===== src/rtl/gps_frontend_sampler_if.sv =====
// Bundle between the RF front end / correlator and gps_frontend_sampler.
// The test_mode wire exists only when GPS_FE_TESTGEN_EN is defined.
interface gps_frontend_sampler_if;
    logic        fe_clk;
    logic        fe_sign;
    logic        fe_mag;
    logic        enable;
    logic [15:0] mag_window;
`ifdef GPS_FE_TESTGEN_EN
    logic        test_mode;
`endif
    // sample_valid / mag_count_valid are single-cycle pulses with no back-pressure:
    // the consumer must take sign/mag (or mag_count) in the cycle the pulse is high.
    logic        sign;
    logic        mag;
    logic        sample_valid;
    logic [15:0] mag_count;
    logic        mag_count_valid;

    modport master (
        output fe_clk, fe_sign, fe_mag, enable, mag_window,
`ifdef GPS_FE_TESTGEN_EN
        output test_mode,
`endif
        input  sign, mag, sample_valid, mag_count, mag_count_valid
    );

    modport slave (
        input  fe_clk, fe_sign, fe_mag, enable, mag_window,
`ifdef GPS_FE_TESTGEN_EN
        input  test_mode,
`endif
        output sign, mag, sample_valid, mag_count, mag_count_valid
    );
endinterface


===== src/rtl/gps_frontend_sampler.sv =====
// Brings a sign/magnitude RF front end into the correlator clock domain and counts mag=1
// samples per window. Optional internal LFSR test source compiled in by GPS_FE_TESTGEN_EN.
module gps_frontend_sampler (
    input logic                   correlator_clk,
    input logic                   correlator_rst,
    gps_frontend_sampler_if.slave fe
);
    logic        fe_clk_s1_q, fe_clk_s2_q, fe_clk_s3_q;
    logic        sign_s1_q, sign_s2_q, mag_s1_q, mag_s2_q;
    logic        sign_q, sign_d, mag_q, mag_d, sv_q, sv_d, mcv_q, mcv_d;
    logic        en_q;
    logic [15:0] len_q, len_d, smp_cnt_q, smp_cnt_d, mag_cnt_q, mag_cnt_d;
    logic [15:0] mag_count_q, mag_count_d;
    logic        smp_edge, new_sign, new_mag, fire, en_rise, wrap;
    logic [15:0] len_eff, cnt_inc, mag_inc;

`ifdef GPS_FE_TESTGEN_EN
    logic [1:0]  div_q, div_d;
    logic [9:0]  lfsr_q, lfsr_d, lfsr_next;
`endif

    always_ff @(posedge correlator_clk) begin
        if (correlator_rst) begin
            fe_clk_s1_q <= 1'b0; fe_clk_s2_q <= 1'b0; fe_clk_s3_q <= 1'b0;
            sign_s1_q   <= 1'b0; sign_s2_q   <= 1'b0;
            mag_s1_q    <= 1'b0; mag_s2_q    <= 1'b0;
            sign_q      <= 1'b0; mag_q       <= 1'b0;
            sv_q        <= 1'b0; mcv_q       <= 1'b0;
            en_q        <= 1'b0;
            len_q       <= 16'd0; smp_cnt_q  <= 16'd0;
            mag_cnt_q   <= 16'd0; mag_count_q <= 16'd0;
        end else begin
            fe_clk_s1_q <= fe.fe_clk; fe_clk_s2_q <= fe_clk_s1_q; fe_clk_s3_q <= fe_clk_s2_q;
            sign_s1_q   <= fe.fe_sign; sign_s2_q  <= sign_s1_q;
            mag_s1_q    <= fe.fe_mag;  mag_s2_q   <= mag_s1_q;
            sign_q      <= sign_d;  mag_q      <= mag_d;
            sv_q        <= sv_d;    mcv_q      <= mcv_d;
            en_q        <= fe.enable;
            len_q       <= len_d;   smp_cnt_q  <= smp_cnt_d;
            mag_cnt_q   <= mag_cnt_d; mag_count_q <= mag_count_d;
        end
    end

`ifdef GPS_FE_TESTGEN_EN
    always_ff @(posedge correlator_clk) begin
        if (correlator_rst) begin
            div_q  <= 2'd0;
            lfsr_q <= 10'h3FF;
        end else begin
            div_q  <= div_d;
            lfsr_q <= lfsr_d;
        end
    end
`endif

    // Sample source: the synchronised fe_clk rising edge, or the internal test source.
    always_comb begin
        smp_edge = fe_clk_s2_q & ~fe_clk_s3_q;
        new_sign = sign_s2_q;
        new_mag  = mag_s2_q;
`ifdef GPS_FE_TESTGEN_EN
        lfsr_next = {lfsr_q[8:0], lfsr_q[9] ^ lfsr_q[2]};
        div_d     = 2'd0;
        lfsr_d    = lfsr_q;
        if (fe.test_mode) begin
            div_d    = div_q + 2'd1;
            smp_edge = (div_q == 2'd3);
            new_sign = lfsr_next[0];
            new_mag  = lfsr_next[1];
            if (smp_edge) lfsr_d = lfsr_next;
        end
`endif
    end

    // A latched length of 0 or an enable rise means a new window starts now, so the
    // live mag_window value governs this cycle's comparison.
    always_comb begin
        fire        = smp_edge & fe.enable;
        en_rise     = fe.enable & ~en_q;
        len_eff     = ((len_q == 16'd0) || en_rise) ? fe.mag_window : len_q;
        cnt_inc     = smp_cnt_q + 16'd1;
        mag_inc     = mag_cnt_q + {15'd0, new_mag};
        wrap        = fire && (len_eff != 16'd0) && (cnt_inc == len_eff);

        sign_d      = fire ? new_sign : sign_q;
        mag_d       = fire ? new_mag  : mag_q;
        sv_d        = fire;
        mcv_d       = 1'b0;
        len_d       = len_eff;
        smp_cnt_d   = smp_cnt_q;
        mag_cnt_d   = mag_cnt_q;
        mag_count_d = mag_count_q;

        if (!fe.enable || (len_eff == 16'd0)) begin
            smp_cnt_d = 16'd0;
            mag_cnt_d = 16'd0;
        end else if (wrap) begin
            smp_cnt_d   = 16'd0;
            mag_cnt_d   = 16'd0;
            mag_count_d = mag_inc;
            mcv_d       = 1'b1;
            len_d       = fe.mag_window;
        end else if (fire) begin
            smp_cnt_d = cnt_inc;
            mag_cnt_d = mag_inc;
        end
    end

    assign fe.sign            = sign_q;
    assign fe.mag             = mag_q;
    assign fe.sample_valid    = sv_q;
    assign fe.mag_count       = mag_count_q;
    assign fe.mag_count_valid = mcv_q;
endmodule


===== src/flat_wrapper.sv =====
// flat-port wrapper written by rule: the top's interface ports become plain ports
module gps_frontend_sampler_flat 
  (correlator_clk, correlator_rst, fe_fe_clk, fe_fe_sign, fe_fe_mag, fe_enable, fe_mag_window, fe_sign, fe_mag, fe_sample_valid, fe_mag_count, fe_mag_count_valid);
  gps_frontend_sampler_if fe_i ();
  input logic correlator_clk;
  input logic correlator_rst;
  input wire logic [$bits(fe_i.fe_clk)-1:0] fe_fe_clk;
  input wire logic [$bits(fe_i.fe_sign)-1:0] fe_fe_sign;
  input wire logic [$bits(fe_i.fe_mag)-1:0] fe_fe_mag;
  input wire logic [$bits(fe_i.enable)-1:0] fe_enable;
  input wire logic [$bits(fe_i.mag_window)-1:0] fe_mag_window;
  output wire logic [$bits(fe_i.sign)-1:0] fe_sign;
  output wire logic [$bits(fe_i.mag)-1:0] fe_mag;
  output wire logic [$bits(fe_i.sample_valid)-1:0] fe_sample_valid;
  output wire logic [$bits(fe_i.mag_count)-1:0] fe_mag_count;
  output wire logic [$bits(fe_i.mag_count_valid)-1:0] fe_mag_count_valid;
  assign fe_i.fe_clk = fe_fe_clk;
  assign fe_i.fe_sign = fe_fe_sign;
  assign fe_i.fe_mag = fe_fe_mag;
  assign fe_i.enable = fe_enable;
  assign fe_i.mag_window = fe_mag_window;
  assign fe_sign = fe_i.sign;
  assign fe_mag = fe_i.mag;
  assign fe_sample_valid = fe_i.sample_valid;
  assign fe_mag_count = fe_i.mag_count;
  assign fe_mag_count_valid = fe_i.mag_count_valid;
  gps_frontend_sampler u_core (.correlator_clk(correlator_clk), .correlator_rst(correlator_rst), .fe(fe_i));
endmodule

===== config.mk =====
export PLATFORM = sky130hd
export DESIGN_NAME = gps_frontend_sampler_flat
export DESIGN_NICKNAME = d
export VERILOG_FILES = /design/src/rtl/gps_frontend_sampler_if.sv /design/src/rtl/gps_frontend_sampler.sv /design/src/flat_wrapper.sv
export SDC_FILE = /design/constraint.sdc
export NUM_CORES = 1
export LEC_CHECK = 0
export CAP_MARGIN = 0
export CORE_ASPECT_RATIO = 0.9
export CORE_MARGIN = 1.5
export CORE_UTILIZATION = 58
export CTS_CLUSTER_SIZE = 20
export DETAILED_ROUTE_END_ITERATION = 8
export GPL_TIMING_DRIVEN = 0
export PLACE_DENSITY = 0.81
export SYNTH_ARGS = -nofsm -noshare
export SYNTH_HDL_FRONTEND = slang
export SYNTH_SLANG_ARGS = --single-unit

===== constraint.sdc =====
create_clock -name correlator_clk -period 3.9 [get_ports correlator_clk]
set_input_delay 0.39 -clock correlator_clk [delete_from_list [all_inputs] [get_ports correlator_clk]]
set_output_delay 0.39 -clock correlator_clk [all_outputs]
set_load 0.02 [all_outputs]

After elaboration in Yosys (flattened, before gate mapping)

Cells that the tools add are included.

Register bits after elaboration: 76
Input port bits: 22

Add/subtract/negate cells: 2
Eq/ne operators: 1
Mux-type cells: 4
Bitwise logic cells: 6
Reduce and logical (&&, ||, !) cells: 11

Operators with widths:

| kind                  | count |
|---|---|
| $mux 16               | 3 |
| $logic_not 16->1      | 2 |
| $add 16x1->16         | 1 |
| $add 16x1->16 const B | 1 |
| $eq 16x16->1          | 1 |
| $reduce_bool 16->1    | 1 |
| $and 1x1->1           | 3 |
| $not 1->1             | 3 |
| $reduce_or 3->1       | 1 |
| $logic_and 1x1->1     | 2 |
| $logic_or 1x1->1      | 2 |
| $reduce_and 2->1      | 1 |
| $reduce_or 2->1       | 1 |
| $logic_not 1->1       | 1 |
| $mux 1                | 1 |

Longest topological paths before layout

Gate-level depths: netlist (run 1).

Depth in word-level cells: 9
Gate-level depth with buffers: 12
Mapped depth without buffers: 10

Least setup slack after synthesis (run 1)

OpenSTA, ideal clock, no wires.

Path kind: register to register
Start: register u_core.len_q[3]
End: register u_core.mag_count_q[10], in the netlist u_core.fe.mag_count[10]
Library setup time: 0.085 ns
Arrival: 3.119 ns
Data required time: 3.815 ns
Setup slack: 0.696 ns
Stages on the path, launching flop included: 12
Cell sequence: dfxtp_1 or4_4 or4_1 buf_2 a21boi_1 o221ai_1 or4b_1 nand3b_4 or2_1 buf_2 buf_6 o31ai_2

Word-level cells in the longest chain between the ends: 7
Elaborated cells on any way between the ends: 11
Those cells by class: eq/ne: 1; mux: 1; bitwise: 1; reduce/logical: 8

Ends and longest elaborated chain:

| what                                                   | RTL line                                               | text |
|---|---|---|
| start: declaration                                     | gps_frontend_sampler.sv:12                             | `logic [15:0] len_q, len_d, smp_cnt_q, smp_cnt_d, mag_cnt_q, mag_cnt_d;` |
| start signal: assignment                               | gps_frontend_sampler.sv:39                             | `len_q <= len_d; smp_cnt_q <= smp_cnt_d;` |
| $logic_not 16->1                                       | gps_frontend_sampler.sv:80                             | `len_eff = ((len_q == 16'd0) \|\| en_rise) ? fe.mag_window : len_q;` |
| $logic_or 1x1->1                                       | gps_frontend_sampler.sv:80                             |  |
| $mux 16 (*)                                            | gps_frontend_sampler.sv:80                             |  |
| $reduce_bool 16->1 or $logic_not 16->1 (tied branches) | gps_frontend_sampler.sv:83, gps_frontend_sampler.sv:94 |  |
| $logic_and 1x1->1 or $logic_or 1x1->1 (tied branches)  | gps_frontend_sampler.sv:83, gps_frontend_sampler.sv:94 |  |
| $logic_and 1x1->1 or $not 1->1 (tied branches)         | --                                                     |  |
| $reduce_and 2->1 (no line) (*)                         | --                                                     |  |
| end signal: assignment                                 | gps_frontend_sampler.sv:40                             | `mag_cnt_q <= mag_cnt_d; mag_count_q <= mag_count_d;` |
| end: declaration                                       | gps_frontend_sampler.sv:13                             | `logic [15:0] mag_count_q, mag_count_d;` |

Mark *: on every way between the ends. The rest lies on a longest branch, timed or not.
A chain may end at the register's enable or synchronous reset.

Worst setup path after layout (run 1)

Start: register u_core.len_q[0]
End: register u_core.mag_count_q[13], in the netlist u_core.fe.mag_count[13]

The elaborated chain is that of the path after synthesis.

==> impl_metrics.ini, run 1 <==
[worst_setup_path]
critPathMaxFanout = 10
critPathMaxStageDelay_ps = 590
cp_slowest_cell = or4_4
crit_chain = or4_4 > or4_1 > buf_2 > a21boi_0 > o221ai_1 > or4b_1 > nand3b_4 > clkbuf_2 > buf_2 > o211ai_1 > o31ai_2
path_class = reg -> reg
cp.required_ps = 4130
crit_top_cell = buf_2
end_kind = flip-flop
start_kind = flip-flop
critical_path_arrival_ps = 4040
critPathBufInv = 3
path_delay_family = simple AND/OR/NAND/NOR gates

[grt]
grt.total_usage_pct = 31.63
grt_overflow = 0
grt_pass1_vias = 4011
grt_antenna_before_repair = 0
grt_max_degree = 17
grt_pass1_wl_mm = 20.00

[timing]
min_period_over_period_pct = 97.71
tightest_slew_ps = 738.0
final.min_clock_period_ps = 3811
drv_slew = 0
rsz0062_at_grt = yes
fmax_mhz = 262.4
skew_ps = 10.12
setup_viol = 0
setup_tns_ps = 0
finalHoldViolations = 0
max-slew-margin-rel_pct = 50.80

[synth]
yosysTopAreaCell = dfxtp_1
synth_area_per_cell_um2 = 8.350
async_reset_ff_share_pct = 0
synth_edf_count = 0
ys.flop_type = dfxtp_1
synthCells = 527
synthTopCellsByArea = dfxtp_1, xnor2_1, nand2_1
synth_cell_type_count = 55
synth-warning-count = 0
synthesis.nets = 552
synth_area_mm2 = 0.004400
yosysSeqAreaShare_pct = 34.57
ys_ff_latch = 76
yosys.area.top_type_share_pct = 34.57

[floorplan]
die_area_mm2 = 0.008119
core_mm2 = 0.007184
rows = 29
die_h_um = 85.64
die_w_um = 94.82
top_level_ports = 42
start_util_pct = 61.25

[pwr]
ir_worst_vdd_v = 0.0003017
power_leakage_nw = 1.773
p_total_mw = 1.699
p_per_area_mw_per_mm2 = 331.4

[layout]
stdcell_count = 676
nets = 603
layout_common_cells = dfxtp_1, nand2_1, nor2_1
multi_input_comb_area_mm2 = 0.002711
syn2layout_area_growth_pct = 16.52
diodes = 0
final_common_cell = dfxtp_1
final_layout_size_suffix_gt1_share_pct = 8.576
seqCellArea_mm2 = 0.001521
nFillCells = 569

[detailed_routing]
drt-wirelength-per-cell_um = 18.18
vias = 4264
ant_nets = 0
remaining_drc_errors = 0
dr.pass1.iters = 5
routed_wl_mm = 12.29
via_per_inst = 6.308
drtIter0Drc = 438

[place]
portBuffers = 40
hpwl_mm = 9.062
dp.cells = 660
place.gp.congestion = 0.9707

[job]
drv_cap = 0

[clocking]
clockBufferDepth = 2
htree_levels = 3
cts_num_sinks = 76
worst_skew_pair.late_latency_ps = 370
path_clk_slew_ps = 90
cts_root_buf = clkbuf_8
cts_tree = yes
cts_inserted_buffers = 9

[run_status]
outcome = finished, final reports clean

[worst_hold_path]
hold_path.class = in -> reg
-- synth_stat cells (all sizes together), types with 11 or more instances --
| cell | number |
|---|---|
| a2bb2oi | 17 |
| and3 | 26 |
| clkbuf | 31 |
| dfxtp | 76 |
| nand2 | 64 |
| nand3 | 15 |
| nand4 | 11 |
| nor2 | 47 |
| nor4 | 15 |
| o211ai | 13 |
| o21ai | 14 |
| o311ai | 17 |
| o31ai | 14 |
| xnor2 | 37 |
| xor2 | 26 |
-- path summary, 6_finish.rpt --
check	slack (ps)	endpoint	from	cells after the start
worst min register to register	450	u_core.fe_clk_s2_q	u_core.fe_clk_s1_q	1
worst min-delay path	400	u_core.fe_clk_s2_q	correlator_rst	2
worst max register to register	90	u_core.fe.mag_count[13]	u_core.len_q[0]	11
worst max-delay path	90	u_core.fe.mag_count[13]	u_core.len_q[0]	11
-- report_power, final --
group	switching [mW]	leakage, nW	internal, mW
clock	0.354	0.0931	0.246
combinational	0.148	1.06	0.117
sequential	0.0298	0.618	0.804
-- repair_timing --
action / CTS / global route
hold endpoints to repair: 0 / 0
gates resized for setup: 2 / 13
pin swaps: 0 / 1
hold buffers: 0 / 0
buffers inserted: 0 / 0
setup endpoints to repair: 4 / 53
-- logic make-up (layout without fill, tap and decap cells) --
| kind of cell | after synthesis | count (layout) | synth area share, % |
|---|---|---|---|
| and+or+nand+nor | 227 | 227 | 27.07 |
| AOI/OAI and AO/OA | 107 | 107 | 19.39 |
| DFF | 76 | 76 | 34.57 |
| xor gates and xnor gates | 63 | 63 | 12.54 |
| buffers and inverters | 45 | 101 | 4.180 |
| muxes | 6 | 6 | 1.393 |
| adders and majority gates | 3 | 3 | 0.8531 |
-- layer usage --
metal / global-route usage [%] / wire (um) / vias up
li1: - / - / 2020
met1: 44.12 / 5602 / 2020
met2: 47.99 / 5417 / 204
met3: 7.713 / 1078 / 20
met4: 9.905 / 195 / 0
met5: 0 / 0 / -
-- metrics by stage --
step	utilization (%)	setup WS, ps	instance area (um2)	hold WS [ps]
2_1_floorplan	-	696.2	4400	402.3
3_3_place_gp	68.44	69.37	4917	417.9
3_5_place_dp	68.44	15.70	4917	422.6
4_1_cts	71.04	38.80	5104	380.9
5_1_grt	71.37	-13.07	5127	429.6
6_report	71.37	89.19	5127	400.3
-- worst reg2reg max path, delay by kind of cell (launching register included) --
family                 cells  cell delay, ps
AO/OA/AOI/OAI              4             740
AND/OR/NAND/NOR            4            1850
flip-flops                 1             380
buffers and inverters      3             700
-- final cells by class --
type | instances | area share (%)
multi-input combinational | 406 | 52.88
clock buffer | 9 | 2.416
clock inverter | 7 | 1.220
tap | 93 | 2.269
buffer | 39 | 3.294
inverter | 6 | 0.4392
timing repair buffer | 40 | 7.809
sequential | 76 | 29.67
-- sequential cells by signal (all words and copies together), names as in the netlist, 16 cells and up --
| register | flops |
|---|---|
| u_core.fe.mag_count | 16 |
| u_core.len_q | 16 |
| u_core.mag_cnt_q | 16 |
| u_core.smp_cnt_q | 16 |
Power figures use the tool's default switching activity.
==> run 2, diff against run 1 <==
Settings changed: CORE_UTILIZATION 58 to 60, DONT_BUFFER_PORTS set to 1, PLACE_DENSITY 0.81 to 0.76.
==> impl_metrics.ini, run 2 (same netlist as run 1, synthesis figures left out) <==
[place]
portBuffers = 0
hpwl_mm = 8.841
place.gp.congestion = 0.9374
dp.cells = 620

[pwr]
p_total_mw = 1.682
ir_worst_vdd_v = 0.0002427
power_leakage_nw = 1.628
p_per_area_mw_per_mm2 = 355.6

[detailed_routing]
remaining_drc_errors = 0
vias = 4118
via_per_inst = 6.485
drt-wirelength-per-cell_um = 18.68
ant_nets = 0
routed_wl_mm = 11.86
drtIter0Drc = 305
dr.pass1.iters = 5

[clocking]
postCtsSetupRepairBufs = 0
cts_num_sinks = 76
ctsHoldBuffers = 0
cts_root_buf = clkbuf_8
worst_skew_pair.late_latency_ps = 360
clockBufferDepth = 2
cts_tree = yes
htree_levels = 3
cts-resized-gates = 4
path_clk_slew_ps = 80
cts_inserted_buffers = 9

[layout]
layout_common_cells = dfxtp_1, nand2_1, nor2_1
final_common_cell = dfxtp_1
multi_input_comb_area_mm2 = 0.002704
final_layout_size_suffix_gt1_share_pct = 8.672
post-route-util_pct = 66.84
seqCellArea_mm2 = 0.001521
stdcell_count = 635
diodes = 0
nFillCells = 611
syn2layout_area_growth_pct = 7.478
nets = 562

[floorplan]
die_w_um = 93.27
core_mm2 = 0.007076
start_util_pct = 62.19
top_level_ports = 42
die_area_mm2 = 0.007858
rows = 29
die_h_um = 84.25

[worst_setup_path]
cp.required_ps = 4100
critical_path_arrival_ps = 3990
r2r_cells = 12
r2r_slack_ps = 110
start_kind = flip-flop
r2r_end = u_core.len_q[8]
end_kind = flip-flop
path_class = reg -> reg
critPathMaxFanout = 19
r2r-start = u_core.len_q[5]

[timing]
setup_viol = 0
finalHoldViolations = 0
tightest_slew_ps = 727.0
fmax_mhz = 263.7
final.min_clock_period_ps = 3793
min_period_over_period_pct = 97.25
drv_slew = 0
max-slew-margin-rel_pct = 51.08
skew_ps = 10.21
rsz0062_at_grt = no

[worst_hold_path]
whs_path_depth = 1
min_to = u_core.sign_s1_q
hold_start = fe_fe_sign
hold_path.class = in -> reg

[grt]
grt_max_degree = 20
grt_overflow = 0
grt_antenna_before_repair = 0
grt.total_usage_pct = 31.42
grt_pass1_wl_mm = 19.46
grt_pass1_vias = 3927

[job]
drv_cap = 0

[run_status]
outcome = finished, final reports clean
==> run 2: changes by cell type in the layout (fill, tap and decap cells not counted), sizes merged <==
cell,delta
clkdlybuf4s50,-40
inv,-4
bufinv,+1
clkinv,+2
==> run 2: metal layers <==
layer  GRT usage [%]  vias to the layer above  part of all wire [%]  routed length (um)
met4           11.29                        0                   2.4                 279
met2           51.71                      168                    48                5736
li1                -                     1948                     -                   -
met1           39.54                     1972                    42                4946
met5               0                        -                     0                   0
met3           8.152                       30                   7.6                 898
==> run 2: worst max path at each step <==
stage	startpoint	end	slack, ps	cells after the start
5_1_grt	u_core.len_q[5]	u_core.smp_cnt_q[0]	10	11
3_5_place_dp	u_core.len_q[5]	u_core.smp_cnt_q[0]	-60	11
3_3_place_gp	u_core.len_q[5]	u_core.mag_cnt_q[15]	-30	11
2_1_floorplan	u_core.len_q[3]	u_core.fe.mag_count[10]	700	11
6_report	u_core.len_q[5]	u_core.len_q[8]	110	12
4_1_cts	u_core.len_q[5]	u_core.len_q[8]	90	12
==> run 2: through the flow <==
stage | cell area, um2 | hold WS [ps] | setup TNS (ps) | setup WS (ps)
after global routing | 4730 | 140.4 | 0 | 11.19
final | 4730 | 155.5 | 0 | 107.3
after global placement | 4517 | 408.1 | -235.1 | -29.83
after detailed placement | 4517 | 422.6 | -440.5 | -55.76
after floorplan | 4400 | 402.3 | 0 | 696.2
after CTS | 4725 | 151.4 | 0 | 91.09
==> run 2: cell type report <==
type                       count  area share, %
clock buffer                  10          2.698
inverter                       6         0.4762
sequential                    76          32.17
clock inverter                 6          1.534
multi-input combinational    406          57.17
tap                           93          2.460
buffer                        38          3.492
==> run 2: report_power, final <==
part / internal, mW / leakage, nW / switching [mW] / total, mW
clock: 0.301 / 0.0971 / 0.317 / 0.618
combinational: 0.0972 / 0.913 / 0.133 / 0.230
sequential: 0.804 / 0.618 / 0.0291 / 0.833
==> run 2: critical path, stage by stage (launching register included) <==
cell      delay, ps
dfxtp_1         370
or4_1           650
or4_1           540
buf_2           190
clkbuf_2        210
o21ai_1         210
xnor2_1         170
and4_1          220
nand4b_1        260
buf_4           310
clkbuf_2        230
nand2_1         120
o311ai_0        150
